**src/rtl/cpu_v2_ldst_core.sv**
```systemverilog
`default_nettype none
// ============================================================================
// Module   : cpu_v2_ldst_core
// Purpose  : Fetch/decode/execute FSM for AP9 data-movement ops (NOP, HALT,
//            LOAD, STORE, LOADN, LOADI, STOREI) with an 8-entry register file,
//            driving the shared RAM bus directly. Assumes ADDR_W <= DATA_W.
//            Optional feature macro: CPU_V2_DEBUG_EN (last register write on
//            data_debug).
// Revision : 1.0 - initial release
// ============================================================================
module cpu_v2_ldst_core #(
    parameter int DATA_W   = 16,
    parameter int ADDR_W   = 16,
    parameter int RAM_LAT  = 1,
    parameter int RESET_PC = 0
) (
    input  logic              wire_clock,
    input  logic              wire_reset,
    output logic [ADDR_W-1:0] bus_RAM_ADDRESS,
    input  logic [DATA_W-1:0] bus_RAM_DATA_OUT,
    output logic              wire_RW,
    output logic [DATA_W-1:0] bus_RAM_DATA_IN,
    output logic              wire_instr_done,
    output logic              wire_illegal,
    output logic              wire_halted,
    output logic [DATA_W-1:0] data_debug
);

    localparam logic [5:0] c_OP_NOP    = 6'b000000;
    localparam logic [5:0] c_OP_HALT   = 6'b001111;
    localparam logic [5:0] c_OP_LOAD   = 6'b110000;
    localparam logic [5:0] c_OP_STORE  = 6'b110001;
    localparam logic [5:0] c_OP_LOADN  = 6'b111000;
    localparam logic [5:0] c_OP_LOADI  = 6'b111100;
    localparam logic [5:0] c_OP_STOREI = 6'b111101;

    localparam logic [3:0] c_S_FETCH  = 4'd0;
    localparam logic [3:0] c_S_FWAIT  = 4'd1;
    localparam logic [3:0] c_S_DECODE = 4'd2;
    localparam logic [3:0] c_S_OPRD   = 4'd3;
    localparam logic [3:0] c_S_OPWAIT = 4'd4;
    localparam logic [3:0] c_S_MRD    = 4'd5;
    localparam logic [3:0] c_S_MWAIT  = 4'd6;
    localparam logic [3:0] c_S_MWR    = 4'd7;
    localparam logic [3:0] c_S_HALTED = 4'd8;

    localparam int                 c_CNT_W     = (RAM_LAT > 1) ? $clog2(RAM_LAT) : 1;
    localparam logic [c_CNT_W-1:0] c_WAIT_INIT = c_CNT_W'(RAM_LAT - 1);

    logic [3:0]         r_state;
    logic [ADDR_W-1:0]  r_pc;
    logic [15:0]        r_ir;
    logic [DATA_W-1:0]  r_regs [8];
    logic [ADDR_W-1:0]  r_maddr;
    logic [c_CNT_W-1:0] r_wait;

    logic [3:0]        w_state_nxt;
    logic [ADDR_W-1:0] w_addr;
    logic              w_rw;
    logic [DATA_W-1:0] w_din;
    logic              w_done;
    logic              w_ill;
    logic              w_reg_we;
    logic [DATA_W-1:0] w_reg_wdata;
    logic              w_ir_we;
    logic              w_pc_inc;
    logic              w_maddr_we;
    logic [ADDR_W-1:0] w_maddr_d;
    logic              w_wait_load;

    logic [5:0]        w_op;
    logic [DATA_W-1:0] w_rx_val;
    logic [DATA_W-1:0] w_ry_val;
    logic              w_last;
    logic              w_unused;

    assign w_op     = r_ir[15:10];
    assign w_rx_val = r_regs[r_ir[9:7]];
    assign w_ry_val = r_regs[r_ir[6:4]];
    assign w_last   = (r_wait == '0);
    assign w_unused = &{1'b0, r_ir[3:0]};

    always_comb begin
        w_state_nxt = r_state;
        w_addr      = '0;
        w_rw        = 1'b0;
        w_din       = '0;
        w_done      = 1'b0;
        w_ill       = 1'b0;
        w_reg_we    = 1'b0;
        w_reg_wdata = '0;
        w_ir_we     = 1'b0;
        w_pc_inc    = 1'b0;
        w_maddr_we  = 1'b0;
        w_maddr_d   = '0;
        w_wait_load = 1'b0;
        case (r_state)
            c_S_FETCH: begin
                w_addr      = r_pc;
                w_wait_load = 1'b1;
                w_state_nxt = c_S_FWAIT;
            end
            c_S_FWAIT: begin
                w_addr = r_pc;
                if (w_last) begin
                    w_ir_we     = 1'b1;
                    w_pc_inc    = 1'b1;
                    w_state_nxt = c_S_DECODE;
                end
            end
            c_S_DECODE: begin
                case (w_op)
                    c_OP_NOP: begin
                        w_done      = 1'b1;
                        w_state_nxt = c_S_FETCH;
                    end
                    c_OP_HALT: begin
                        w_done      = 1'b1;
                        w_state_nxt = c_S_HALTED;
                    end
                    c_OP_LOAD, c_OP_STORE, c_OP_LOADN: w_state_nxt = c_S_OPRD;
                    c_OP_LOADI: begin
                        w_maddr_we  = 1'b1;
                        w_maddr_d   = w_ry_val[ADDR_W-1:0];
                        w_state_nxt = c_S_MRD;
                    end
                    c_OP_STOREI: begin
                        w_maddr_we  = 1'b1;
                        w_maddr_d   = w_ry_val[ADDR_W-1:0];
                        w_state_nxt = c_S_MWR;
                    end
                    default: begin
                        w_done      = 1'b1;
                        w_ill       = 1'b1;
                        w_state_nxt = c_S_FETCH;
                    end
                endcase
            end
            c_S_OPRD: begin
                w_addr      = r_pc;
                w_wait_load = 1'b1;
                w_state_nxt = c_S_OPWAIT;
            end
            c_S_OPWAIT: begin
                w_addr = r_pc;
                if (w_last) begin
                    w_pc_inc  = 1'b1;
                    w_maddr_d = bus_RAM_DATA_OUT[ADDR_W-1:0];
                    case (w_op)
                        c_OP_LOAD: begin
                            w_maddr_we  = 1'b1;
                            w_state_nxt = c_S_MRD;
                        end
                        c_OP_STORE: begin
                            w_maddr_we  = 1'b1;
                            w_state_nxt = c_S_MWR;
                        end
                        default: begin
                            // LOADN: the operand word itself is the value
                            w_reg_we    = 1'b1;
                            w_reg_wdata = bus_RAM_DATA_OUT;
                            w_done      = 1'b1;
                            w_state_nxt = c_S_FETCH;
                        end
                    endcase
                end
            end
            c_S_MRD: begin
                w_addr      = r_maddr;
                w_wait_load = 1'b1;
                w_state_nxt = c_S_MWAIT;
            end
            c_S_MWAIT: begin
                w_addr = r_maddr;
                if (w_last) begin
                    w_reg_we    = 1'b1;
                    w_reg_wdata = bus_RAM_DATA_OUT;
                    w_done      = 1'b1;
                    w_state_nxt = c_S_FETCH;
                end
            end
            c_S_MWR: begin
                w_addr      = r_maddr;
                w_rw        = 1'b1;
                w_din       = w_rx_val;
                w_done      = 1'b1;
                w_state_nxt = c_S_FETCH;
            end
            c_S_HALTED: w_state_nxt = c_S_HALTED;
            default:    w_state_nxt = c_S_FETCH;
        endcase
    end

    always_ff @(posedge wire_clock) begin
        if (wire_reset) begin
            r_state <= c_S_FETCH;
            r_pc    <= ADDR_W'(RESET_PC);
            r_ir    <= '0;
            r_maddr <= '0;
            r_wait  <= '0;
            for (int i = 0; i < 8; i++) begin
                r_regs[i] <= '0;
            end
        end else begin
            r_state <= w_state_nxt;
            if (w_ir_we) begin
                r_ir <= bus_RAM_DATA_OUT[15:0];
            end
            if (w_pc_inc) begin
                r_pc <= r_pc + 1'b1;
            end
            if (w_maddr_we) begin
                r_maddr <= w_maddr_d;
            end
            if (w_wait_load) begin
                r_wait <= c_WAIT_INIT;
            end else if (r_wait != '0) begin
                r_wait <= r_wait - 1'b1;
            end
            if (w_reg_we) begin
                r_regs[r_ir[9:7]] <= w_reg_wdata;
            end
        end
    end

    // Outputs are forced idle while reset is held so a store cut by reset never reaches RAM
    assign bus_RAM_ADDRESS = wire_reset ? '0 : w_addr;
    assign wire_RW         = w_rw & ~wire_reset;
    assign bus_RAM_DATA_IN = wire_reset ? '0 : w_din;
    assign wire_instr_done = w_done & ~wire_reset;
    assign wire_illegal    = w_ill & ~wire_reset;
    assign wire_halted     = (r_state == c_S_HALTED) & ~wire_reset;

`ifdef CPU_V2_DEBUG_EN
    logic [DATA_W-1:0] r_debug;

    always_ff @(posedge wire_clock) begin
        if (wire_reset) begin
            r_debug <= '0;
        end else if (w_reg_we) begin
            r_debug <= w_reg_wdata;
        end
    end

    assign data_debug = wire_reset ? '0 : r_debug;
`else
    assign data_debug = '0;
`endif

endmodule
`default_nettype wire

```
**config.mk**
```make
export PLATFORM = sky130hd
export DESIGN_NAME = cpu_v2_ldst_core
export DESIGN_NICKNAME = d
export VERILOG_FILES = /design/src/rtl/cpu_v2_ldst_core.sv
export SDC_FILE = /design/constraint.sdc
export NUM_CORES = 1
export LEC_CHECK = 0
export BUFFER_PORTS_ARGS = -buffer_cell sky130_fd_sc_hd__buf_2
export CAP_MARGIN = 20
export CORE_MARGIN = 2
export CORE_UTILIZATION = 60
export DETAILED_ROUTE_END_ITERATION = 7
export GPL_TIMING_DRIVEN = 0
export HOLD_SLACK_MARGIN = 0.02
export PLACE_DENSITY = 0.83
export SLEW_MARGIN = 20
export SYNTH_ARGS = -nofsm -noshare
export SYNTH_HDL_FRONTEND = slang
export SYNTH_SLANG_ARGS = --single-unit
```
**constraint.sdc**
```tcl
create_clock -name wire_clock -period 3.13 [get_ports wire_clock]
set_input_delay 0.1565 -clock wire_clock [delete_from_list [all_inputs] [get_ports wire_clock]]
set_output_delay 0.1565 -clock wire_clock [all_outputs]
set_load 0.005 [all_outputs]
```
==> results_dict.tcl, run 1 <==
set metrics [dict create \
    status "completed" \
    path_class "flip-flop to flip-flop" \
    grt_use_total_pct 31.0 \
    worstHoldStart "bus_RAM_DATA_OUT[12]" \
    cap_viol_max_count 0 \
    async_reset_ff_share_pct 0 \
    hpwlAfterDp_um 17900 \
    syn_avg_cell_area_sq_um 11.3 \
    cp.required_ps 3180 \
    fp.dieH_um 131 \
    synth_xor_area_share_pct 0.820 \
    r2r_cells 5 \
    final_max_slew_viol_count 0 \
    drcViolationCount 0 \
    synthMuxAreaShare_pct 17.5 \
    yosysTopAreaCellShare_pct 40.0 \
    syn_area_sq_mm 0.00962 \
    cp.arrival_ps 3040 \
    r2r-start "r_ir[12]" \
    core_area_sq_mm 0.0158 \
    drive_gt1_share_pct 19.3 \
    hp-class "primary input to flip-flop" \
    die_area_sq_mm 0.0171 \
    first_pass_iters 5 \
    ys_ff_latch 183 \
    yosys_most_used_dff "edfxtp_1" \
    ys_seq_area_share_pct 51.4 \
    synth_adder_area_share_pct 0.130 \
    initial_core_util_pct 61.0 \
    synth_compound_area_share_pct 8.42 \
    syn2layout_area_growth_pct 12.2 \
    start_kind "flip-flop" \
    synth_area_leaders "edfxtp_1, dfxtp_1, mux4_2" \
    relSlewSlack_pct 30.2 \
    synth.distinct_cells 57 \
    reg2reg_slack_ps 140 \
    utilization_pct 68.4 \
    first_global_vias 7129 \
    crit_chain "buf_2 > nor3_1 > a2111oi_4 > nand4b_1 > nand2b_1" \
    io_pins 70 \
    holdPathEnd "r_ir[12]" \
    grt_setup_unrepaired "false" \
    grt_max_degree 17 \
    worst_pin_slew_ps 1050 \
    fmax_mhz 335 \
    globalplace.congestion 0.902 \
    post_cts_buffers 0 \
    synth_cells 850 \
    layout.nets 958 \
    cts.clk_slew.worst_paths_ps 70 \
    setup_tns_ps 0 \
    insertedDiodeCount 0 \
    post-synth-top-count-cell "nor2_1" \
    yosys.area.top_type "edfxtp_1" \
    clockBufferDepth 2 \
    antenna_found_initial 0 \
    synth-simple-area-share_pct 16.7 \
    finClkSkew_ps 6.92 \
    finalSetupViolCount 0 \
    vias 7308 \
    cts-root-buf "clkbuf_16" \
    min_period_ps 2990 \
    path_buf_inv 1 \
    holdPathStages 3 \
    path_max_fanout 16 \
    drt_iter0_markers 906 \
    cpPeakStageDelay_ps 890 \
    ys_top_cells_by_count "nor2_1, edfxtp_1, mux2i_1, dfxtp_1, mux4_2" \
    insertion_delay_ps 430 \
    wire_per_inst_um 21.7 \
    antenna_left 0 \
    synth_edf_count 128 \
    yosys_warnings 0 \
    powerDensity_mw_per_mm2 495 \
    cp_slowest_cell "nand2b_1" \
    leakage_nw 3.45 \
    cts_num_sinks 183 \
    synth_top_family_by_area "multiplexers" \
    wirelength_um 25400 \
    finalCritPeriodShare_pct 95.5 \
    ctsHtreeMaxLevel 4 \
    finalHoldViolCount 0 \
    worstSetupEndpointType "flip-flop" \
    overflow 0 \
    path_delay_family "simple AND/OR/NAND/NOR gates" \
    numPortBuffers 52 \
    ir_drop_uv 388 \
    rows 46 \
    reg2reg_to "r_regs[2][7]" \
    die_w_um 131 \
    vias_per_cell 6.26 \
    cts_buffers 17 \
    grt_pass1_wl_um 38800 \
    cts_tree "yes" \
]
==> worst max-delay path by stage <==
stage | start | endpoint | slack [ps] | cells after the start
5_1_grt | r_ir[12] | r_regs[6][5] | 60 | 5
3_3_place_gp | r_ir[12] | r_regs[0][11] | 180 | 6
2_1_floorplan | r_ir[12] | r_regs[0][0] | 840 | 6
3_5_place_dp | r_ir[12] | r_regs[4][10] | 120 | 6
4_1_cts | flip-flop | bus_RAM_DATA_IN[14] | 60 | 6
6_report | r_ir[12] | r_regs[2][7] | 140 | 5
==> per-stage QoR <==
step | instances | power [W] | cell area [sq um] | hold WS, ps | worst slack (ps)
after floorplan | 866 | 0.00316 | 9680 | 304 | 835
after global placement | 1134 | 0.00331 | 10200 | 433 | 183
after detailed placement | 1134 | 0.00332 | 10200 | 451 | 119
after CTS | 1168 | 0.00533 | 10800 | 32.5 | 65.0
after global routing | 1168 | 0.00547 | 10800 | 59.2 | 57.0
final | 1168 | 0.00534 | 10800 | 46.4 | 142
==> flip-flops by register name (all words and copies together), names as in the netlist, named ones only <==
name     flops
r_state      4
r_maddr     16
r_wait       1
r_ir        12
r_regs     128
r_pc        16
==> cells in the final DEF, fill, tap and decap left out, drive strengths merged, types with 3 or more instances in the layout <==
cell	instances
o31ai	5
clkinv	4
nor2	192
a221oi	16
mux4	48
nor2b	10
nand3	24
nand2	31
or3	7
o21ai	7
nand4	6
or4	5
nand4b	3
nor3	5
conb	17
o211ai	4
mux2i	60
nand3b	20
dfxtp	55
buf	89
edfxtp	128
inv	22
a22oi	32
xor2	4
a21oi	27
xnor2	5
nor4	6
clkbuf	64
clkinvlp	7
nand2b	21
==> per-layer routing <==
metal  track usage [%]  part of all wire, %  up-vias
met2              51.2                   48      447
met5                 0                    0        -
li1                  -                    -     3272
met4              15.3                  4.0        0
met1              39.1                   37     3513
met3              6.88                   10       76
==> worst register-to-register path: stages, from the launching register on <==
cell and delay [ps]:
dfxtp_1 300, buf_2 210, nor3_1 120, a2111oi_4 560, nand4b_1 520, nand2b_1 890
==> report_power, final <==
group | switching (W) | leakage, nW | total (W) | internal, W
sequential | 0.0000477 | 1.77 | 0.00271 | 0.00266
clock | 0.000953 | 0.251 | 0.00205 | 0.00110
combinational | 0.000347 | 1.44 | 0.000582 | 0.000235
total | 0.00135 | 3.45 | 0.00534 | 0.00399
==> area by class of cell <==
| cell class | instances | area [sq um] |
|---|---|---|
| Fill cell | 1155 | 4980 |
| Sequential cell | 183 | 4940 |
| Multi-Input combinational cell | 580 | 4250 |
| Clock buffer | 18 | 429 |
| Buffer | 83 | 410 |
| Timing Repair Buffer | 54 | 280 |
| Tap cell | 216 | 270 |
| Clock inverter | 14 | 129 |
| Inverter | 20 | 75.1 |
==> timing repair <==
action	4_1_cts	5_1_grt
gates resized for setup	0	4
setup endpoints to repair	0	42
endpoints found under the hold margin	2	0
hold buffers	2	0
==> kinds of logic (layout without fill, tap and decap cells) <==
kind of cell,Yosys count,count (layout)
adder cells (fa/ha/maj),1,1
buffers and inverters,103,189
multiplexers,108,108
XOR/XNOR,9,9
flip-flops,183,183
other,1,17
AO/OA/AOI/OAI,105,105
AND/OR/NAND/NOR,340,340
(Power assumes the default switching activity.)
==> run 2, diff against run 1 <==
--- a/config.mk
+++ b/config.mk
@@ -8,11 +8,12 @@
 export BUFFER_PORTS_ARGS = -buffer_cell sky130_fd_sc_hd__buf_2
 export CAP_MARGIN = 20
 export CORE_MARGIN = 2
-export CORE_UTILIZATION = 60
+export CORE_UTILIZATION = 56
 export DETAILED_ROUTE_END_ITERATION = 7
 export GPL_TIMING_DRIVEN = 0
 export HOLD_SLACK_MARGIN = 0.02
-export PLACE_DENSITY = 0.83
+export PLACE_DENSITY = 0.79
+export RECOVER_POWER = 100
 export SLEW_MARGIN = 20
 export SYNTH_ARGS = -nofsm -noshare
 export SYNTH_HDL_FRONTEND = slang
==> run 2 against run 1 <==
  * Clock-buffer cell count stayed put
  * Sequential share of layout area grew 0.12 points
  * Fmax decreased by 1.4%
  * Final cell count is 0.26% higher
  * Die area grew 6.9%
  * Sequential cell count unchanged
  * Wire length up 1.5%
  * Via count rose by 0.71%
  * Global-route usage down 1.6 points
  * Largest cell class unchanged
  * Clock skew rose by 3.4 ps
==> results_dict.tcl, run 2 (synthesized netlist as in run 1, its figures left out) <==
set metrics [dict create \
    status "completed" \
    wirelength_um 25800 \
    die_area_sq_mm 0.0182 \
    path_max_fanout 16 \
    post_cts_buffers 0 \
    insertedDiodeCount 0 \
    ir_drop_uv 373 \
    syn2layout_area_growth_pct 11.9 \
    antenna_found_initial 0 \
    layout_commonest_cell "nor2_1" \
    crit_chain "buf_2 > nor3_1 > a2111oi_4 > nand4_1 > nand2b_1" \
    antenna_left 0 \
    cap_viol_max_count 0 \
    vias_per_cell 6.29 \
    intPower_w 0.00422 \
    drive_gt1_share_pct 15.5 \
    grt_use_total_pct 29.5 \
    power.total_w 0.00553 \
    hp-class "primary input to flip-flop" \
    ctsHtreeMaxLevel 4 \
    grt_setup_unrepaired "false" \
    final_max_slew_viol_count 0 \
    nFillCells 1257 \
    powerDensity_mw_per_mm2 514 \
    p_sw_share_pct 23.6 \
    drcViolationCount 0 \
    seqPwrFrac_pct 49.0 \
    overflow 0 \
    vias 7360 \
    finClkSkew_ps 10.3 \
    cts_buffers 17 \
    path_delay_family "simple AND/OR/NAND/NOR gates" \
    worst_pin_slew_ps 966 \
    layout.nets 958 \
    numPortBuffers 52 \
    path_buf_inv 1 \
    setup_tns_ps 0 \
    top_register "r_regs" \
    core_area_sq_mm 0.0167 \
    p_comb_share_pct 10.5 \
    dpl_cell_area_sq_mm 0.0102 \
    finalCritPeriodShare_pct 96.8 \
    leakage_nw 3.38 \
    grt_pass1_wl_um 40000 \
    stdcell_count 1171 \
    cp_slowest_cell "nand2b_1" \
    cp.required_ps 3180 \
    utilization_pct 64.4 \
    insertion_delay_ps 430 \
    io_pins 70 \
    multi_input_area_sq_mm 0.00420 \
    min_period_ps 3030 \
    rows 47 \
    postLayoutCellArea_sq_mm 0.0108 \
    pwr-share-clk_pct 40.6 \
    final-seq-area_sq_mm 0.00494 \
    fmax_mhz 330 \
    relSlewSlack_pct 35.1 \
    die_w_um 135 \
    wire_per_inst_um 22.0 \
    grt_max_degree 17 \
    path_class "flip-flop to flip-flop" \
    p_sw_w 0.00131 \
    placedCellCount 1138 \
    globalplace.congestion 0.899 \
    cts.clk_slew.worst_paths_ps 70 \
    initial_core_util_pct 57.6 \
    finalHoldViolCount 0 \
    cts_num_sinks 183 \
    start_kind "flip-flop" \
    layout_common_cells "nor2_1, edfxtp_1, clkbuf_1, mux2i_1, dfxtp_1" \
    worstSetupEndpointType "flip-flop" \
    cp.arrival_ps 3080 \
    cts-root-buf "clkbuf_16" \
    cts_tree "yes" \
    largest_register_ffs 128 \
    cpPeakStageDelay_ps 900 \
    first_pass_iters 6 \
    finalSetupViolCount 0 \
    drt_iter0_markers 860 \
    fp.dieH_um 135 \
    hpwlAfterDp_um 18400 \
    reg.largest.list "r_regs: 128 flops, r_maddr: 16 flops, r_pc: 16 flops" \
    clockBufferDepth 2 \
    first_global_vias 7274 \
]
## run 2: cell count changes in the layout (fill, tap and decap cells not counted), moves of 2 or more
cell,previous run,this run
buf_2,69,32
clkbuf_1,45,69
clkbuf_2,2,14
a221oi_1,7,14
a221oi_2,9,2
clkinvlp_4,6,2
bufinv_16,1,4
clkinv_1,0,2
clkinv_4,3,1
## run 2: tightest hold or removal path: stages
cell     delay [ps]
buf_2           130
mux2i_1          80
nor2_1           70
## run 2: repair_timing
| item | 4_1_cts | 5_1_grt |
|---|---|---|
| hold buffers | 2 | 0 |
| endpoints found under the hold margin | 2 | 0 |
| gates resized for setup | 0 | 4 |
| setup endpoints to repair | 0 | 41 |
## run 2: through the flow
stage	hold WS, ps	setup slack, ps
after floorplan	304	835
after global placement	445	137
after detailed placement	454	58.5
after CTS	29.3	40.9
after global routing	71.1	4.74
final	39.3	100
## run 2: layout make-up
| type | count | area share (%) |
|---|---|---|
| clock inverters | 13 | 1.66 |
| well taps | 220 | 2.56 |
| plain buffers | 83 | 3.75 |
| multi-input cells | 580 | 39.0 |
| repair buffers | 54 | 2.37 |
| clock buffers | 18 | 3.99 |
| inverters | 20 | 0.698 |
| flip-flops and latches | 183 | 45.9 |
## run 2: power by group through the flow
stage | Clock (W) | Combinational, W | Sequential [W]
3_3_place_gp | 0 | 0.000560 | 0.00275
2_1_floorplan | 0 | 0.000417 | 0.00274
3_5_place_dp | 0 | 0.000566 | 0.00276
6_report | 0.00224 | 0.000579 | 0.00271
5_1_grt | 0.00234 | 0.000614 | 0.00271
4_1_cts | 0.00224 | 0.000571 | 0.00271
## run 2: path summary, 6_finish.rpt
check / end / slack (ps) / cells past startpoint / start
worst max-delay path: r_regs[3][10] / 100 / 5 / r_ir[12]
worst min-delay path: r_ir[12] / 40 / 3 / bus_RAM_DATA_OUT[12]
worst max register to register: r_regs[3][10] / 100 / 5 / r_ir[12]
worst min register to register: r_maddr[10] / 460 / 2 / r_maddr[10]
## run 2: per-layer routing
layer  part of all wire [%]  vias up  track usage [%]
li1                       -     3285                -
met1                     38     3599             38.2
met2                     48      417             48.1
met5                      0        -                0
met3                     10       59             5.71
met4                    3.7        0             13.9
